`config.mk`:
```
export PLATFORM = sky130hd
export DESIGN_NAME = serial_subtractor
export DESIGN_NICKNAME = d
export VERILOG_FILES = /design/src/rtl/serial_subtractor.sv
export SDC_FILE = /design/constraint.sdc
export NUM_CORES = 1
export LEC_CHECK = 0
export CORE_ASPECT_RATIO = 0.8
export CORE_MARGIN = 1
export CORE_UTILIZATION = 49
export CTS_CLUSTER_DIAMETER = 30
export CTS_CLUSTER_SIZE = 16
export DETAILED_ROUTE_END_ITERATION = 12
export GPL_ROUTABILITY_DRIVEN = 0
export PLACE_DENSITY_LB_ADDON = 0.1
export SLEW_MARGIN = 30
export SYNTH_ARGS = -nofsm -noshare
export SYNTH_HDL_FRONTEND = slang
export SYNTH_SLANG_ARGS = --single-unit
```
`constraint.sdc`:
```
create_clock -name clk -period 1.4 [get_ports clk]
set_input_delay 0.28 -clock clk [delete_from_list [all_inputs] [get_ports clk]]
set_output_delay 0.28 -clock clk [all_outputs]
set_load 0.05 [all_outputs]
```
`src/rtl/serial_subtractor.sv`:
```
// serial_subtractor: bit-serial WIDTH-bit subtractor computing a - b LSB-first.
// A full-subtractor cell built from two half subtractors processes one bit per clock.
// The borrow between bits is held in a register.
// Optional macro SERIAL_SUB_OVERFLOW_EN adds a registered two's-complement overflow output.
module serial_subtractor #(
    parameter int WIDTH = 8
) (
    input  logic             clk,
    input  logic             rst,
    input  logic             start,
    input  logic [WIDTH-1:0] a,
    input  logic [WIDTH-1:0] b,
    output logic             busy,
    output logic             done,
    output logic [WIDTH-1:0] diff,
`ifdef SERIAL_SUB_OVERFLOW_EN
    output logic             overflow,
`endif
    output logic             borrow
);

    localparam int CNT_W = (WIDTH > 2) ? $clog2(WIDTH) : 1;

    typedef enum logic [1:0] {
        IDLE  = 2'd0,
        SHIFT = 2'd1,
        DONE  = 2'd2
    } state_t;

    state_t             state, state_next;
    logic [WIDTH-1:0]   a_sr, b_sr;
    logic               bin;
    logic [CNT_W-1:0]   cnt;
    logic [1:0]         fs;
    logic               last;
`ifdef SERIAL_SUB_OVERFLOW_EN
    logic               a_msb, b_msb;
`endif

    // Half subtractor: returns {difference, borrow}.
    function automatic logic [1:0] half_sub(input logic x, input logic y);
        return {x ^ y, ~x & y};
    endfunction

    // Full subtractor from two half subtractors: returns {difference, borrow out}.
    function automatic logic [1:0] full_sub(input logic ai, input logic bi, input logic bi_n);
        logic [1:0] h1, h2;
        h1 = half_sub(ai, bi);
        h2 = half_sub(h1[1], bi_n);
        return {h2[1], h1[0] | h2[0]};
    endfunction

    assign fs   = full_sub(a_sr[0], b_sr[0], bin);
    assign last = (cnt == CNT_W'(WIDTH - 1));

    // State register.
    always_ff @(posedge clk or posedge rst) begin
        if (rst) state <= IDLE;
        else     state <= state_next;
    end

    // Next-state logic and state-decoded outputs; DONE lasts a single cycle.
    always_comb begin
        state_next = state;
        busy       = 1'b0;
        done       = 1'b0;
        case (state)
            IDLE:    if (start) state_next = SHIFT;
            SHIFT: begin
                busy = 1'b1;
                if (last) state_next = DONE;
            end
            DONE: begin
                done       = 1'b1;
                state_next = IDLE;
            end
            default: state_next = IDLE;
        endcase
    end

    // Operand capture, per-bit shifting, and result/borrow registration at the final bit.
    always_ff @(posedge clk or posedge rst) begin
        if (rst) begin
            a_sr     <= '0;
            b_sr     <= '0;
            bin      <= 1'b0;
            cnt      <= '0;
            diff     <= '0;
            borrow   <= 1'b0;
`ifdef SERIAL_SUB_OVERFLOW_EN
            a_msb    <= 1'b0;
            b_msb    <= 1'b0;
            overflow <= 1'b0;
`endif
        end else if (state == IDLE && start) begin
            a_sr  <= a;
            b_sr  <= b;
            bin   <= 1'b0;
            cnt   <= '0;
`ifdef SERIAL_SUB_OVERFLOW_EN
            a_msb <= a[WIDTH-1];
            b_msb <= b[WIDTH-1];
`endif
        end else if (state == SHIFT) begin
            a_sr <= a_sr >> 1;
            b_sr <= b_sr >> 1;
            diff <= {fs[1], diff[WIDTH-1:1]};
            bin  <= fs[0];
            cnt  <= cnt + CNT_W'(1);
            if (last) begin
                borrow   <= fs[0];
`ifdef SERIAL_SUB_OVERFLOW_EN
                // fs[1] is the bit that lands in the result MSB on this edge.
                overflow <= (a_msb != b_msb) && (fs[1] != a_msb);
`endif
            end
        end
    end

endmodule

```
### Word level (Yosys, flattened, before mapping)

Index checks and enable logic that the tools add are counted.

* add/sub/neg operators: 1
* bitwise logic cells: 8
* muxes and demuxes: 13
* reduce and logical (&&, ||, !) cells: 6
* eq/ne operators: 5

Operators by type and width (count)
* $mux W8: 4
* $mux W3: 2
* $mux W1: 4
* $mux W2: 2
* $ne A2 B2 Y1 const B: 2
* $pmux W2 S2: 1
* $reduce_and A2 Y1: 2
* $add A3 B1 Y3 const B: 1
* $eq A3 B3 Y1 const B: 1
* $not A1 Y1: 3
* $reduce_and A3 Y1: 1
* $and A1 B1 Y1: 2
* $eq A2 B1 Y1 const B: 1
* $eq A2 B2 Y1 const B: 1
* $logic_not A2 Y1: 1
* $reduce_bool A2 Y1: 1
* $xor A1 B1 Y1: 2
* $logic_and A1 B1 Y1: 1
* $or A1 B1 Y1: 1

* bits of input ports: 19
* output and inout port bits: 11
* register bits after elaboration: 31
* word-level logic and storage cells: 40

### Logic depth before layout (Yosys ltp)

* word-level depth: 6
* mapped depth: 4

### Worst setup path before layout

Ideal clock, no wire load.

* path kind: register to output
* start point: register state[1]
* end point: output done
* arrival: 1439 ps
* required time: 1120 ps
* cell stages (with the launch flop): 4
* setup slack: -319 ps
* path through: dfrtp_1 buf_2 buf_4 nor2b_1

* longest elaborated chain between the ends: 2

Ends and longest elaborated chain
* start, declared: line 30 `state_t state, state_next;`
* start signal, assigned: line 59 `else state <= state_next;`
* $eq A2 B2 Y1: line 67 `case (state)`
* $mux W1: line 67
* end, declared: line 14 `output logic done,`

No other way between the ends.

### Final worst setup path

Ends and elaborated chain as after synthesis.

==> results <==
## path summary, 6_finish.rpt
check | start | end | slack, ps | depth (start not counted)
setup / recovery | state[1] | done | -60 | 3
hold / removal | rst | b_sr[2] | 290 | 3
setup reg to reg | state[1] | a_sr[5] | 10 | 4
hold reg to reg | b_sr[7] | b_sr[7] | 500 | 1
max in group asynchronous | rst | state[1] | 930 | 3
min in group clk | b_sr[7] | b_sr[7] | 500 | 1
## metal layers
layer / global-route usage / vias up
met5: 0 / -
met4: 0.111 / 0
met3: 0.0577 / 10
met2: 0.319 / 37
met1: 0.327 / 594
li1: - / 525
## cell type report
cell class / count / area [um^2]
clock buffers: 6 / 41.3
fillers: 144 / 541
inverters: 18 / 75.1
multi-input cells: 61 / 651
flip-flops and latches: 31 / 777
well taps: 38 / 47.5
repair buffers: 48 / 612
## what timing repair did
| action | CTS | global route |
|---|---|---|
| gates cloned | 1 | 0 |
| setup buffers | 6 | 2 |
| setup endpoints to repair | 2 | 22 |
| pin swaps | 0 | 1 |
| resized for setup | 6 | 21 |
## kinds of logic (layout without fill, tap and decap cells)
family	count (synthesis)	count (layout)	synth area share
AND/OR/NAND/NOR	27	27	0.125
multiplexers	10	10	0.0788
adder cells (fa/ha/maj)	3	3	0.0319
AO/OA/AOI/OAI	21	21	0.133
buffers and inverters	26	72	0.0824
flip-flops	31	31	0.549
## synthesized netlist by cell type (all sizes together)
library cell and number:
a222oi 5, nor2b 6, fa 1, buf 6
ha 2, o2bb2ai 1, mux2i 1, and3b 1
mux2 9, a21oi 1, a221oi 9, dfrtp 31
a22o 2, inv 18, a32o 2, nor2 10
nor4b 9, nand2b 1, o21bai 1, clkbuf 2
## flip-flops by register name, summed over array words and instances (netlist names)
name / count
a_sr: 8
state: 2
bin: 1
b_sr: 8
cnt: 3
borrow: 1
diff: 8
## through the flow
| step | worst slack (ps) | TNS (ps) |
|---|---|---|
| after CTS | -59.0 | -99.5 |
| after detailed placement | -131 | -1150 |
| final | -56.6 | -90.1 |
| after global routing | -97.9 | -222 |
| after global placement | -43.5 | -212 |
| after floorplan | 82.6 | 0 |
## report_power, final
part           leakage [nW]  internal, mW  switching [mW]
sequential            0.369          1.33           0.326
clock                0.0242         0.178           0.274
combinational         0.565          1.56            1.49
## worst max-delay path: stages (launching register included)
cell and delay (ps):
dfrtp_2 450, buf_12 140, nor2b_4 120, buf_12 140
==> impl_metrics.tcl <==
set metrics [dict create \
    overflow 0 \
    criticalPathCategory "flop to output pin" \
    setup_ws_ps -56.6 \
    synth_top_area_share 0.549 \
    synth.avg_cell_area_um2 12.0 \
    clock_skew_ps 6.54 \
    cts_sinks 31 \
    instances_no_fill 202 \
    synth_seq_cells 31 \
    vias_per_cell 5.77 \
    top_layer "met4" \
    status "complete, but fails checks" \
    die_area_um2 3100 \
    h-tree-depth 2 \
    m1WireLength_um 1530 \
    yosys-top-cells-area "dfrtp_1 (55%), mux2_2 (6.4%), a221oi_1 (5.6%)" \
    coreArea_um2 2740 \
    ys_seq_area_frac 0.549 \
    hp-class "primary input to asynchronous set/reset pin" \
    rows 17 \
    die_h_um 50.0 \
    cts_buffers 5 \
    dp.cells 188 \
    met3_length_um 189 \
    fin_area_um2 2200 \
    die_x_um 62.0 \
    gr-usage-all-layers 0.229 \
    post-route-drc-count 0 \
    first_pass_iters 5 \
    p_leak_nw 0.958 \
    worst_skew_pair.late_latency_ps 330 \
    final_common_cell "dfrtp_1" \
    start_kind "flop" \
    synth_largest_area_cell "dfrtp_1" \
    clock_path_buffers 2 \
    clockRootBuffer "clkbuf_4" \
    portBuffers 29 \
    synthCells 118 \
    crit_path_end_kind "output pin" \
    grt_first_pass_wirelength_um 4990 \
    worstPathMaxFanout 4 \
    wl_per_cell_um 17.3 \
    fmax_mhz 687 \
    num_vias 1166 \
    finalSetupViolations 2 \
    synth_cell_types 24 \
    dpl_cell_area_um2 1930 \
    slew_headroom 0.779 \
    dp_hpwl_um 2010 \
    fin_crit_sh 1.04 \
    cp.required_ps 1120 \
    ios 30 \
    syn-cell-area_um2 1410 \
    powerDensity_nw_per_um2 2340 \
    layout.nets 187 \
    drive_gt1_frac 0.384 \
    power_mw 5.15 \
    cts_tree "done" \
    whs_ps 292 \
    final_core_util 0.803 \
    worst_slew_pin_slew_ps 327 \
    ys_warn_count 0 \
    maxCapViolCount 0 \
    hold_viol_final 0 \
    routed_wl_um 3500 \
    layout_common_cells "dfrtp_1 (30), clkdlybuf4s50_1 (18), inv_1 (17), buf_12 (13), buf_4 (11)" \
    area_growth_syn_to_layout_pct 56.0 \
    syn-num-nets 140 \
    peakVddDrop_uv 1410 \
    ant_nets 0 \
    grt_pass1_vias 1057 \
    clk_pin_slew_ps 90 \
    critPathArrivalTime_ps 1180 \
    start_util 0.515 \
    grt_max_degree 32 \
    diodes 0 \
    wl_met2_um 1690 \
    drt_iter0_drc 62 \
    antenna_found_initial 0 \
    cts_hold_buf 0 \
    finalMaxSlewViolations 0 \
    rsz0062_at_grt "yes" \
    violations "setup timing" \
    period_needed_ps 1460 \
]
Power figures use the tool's default switching activity.
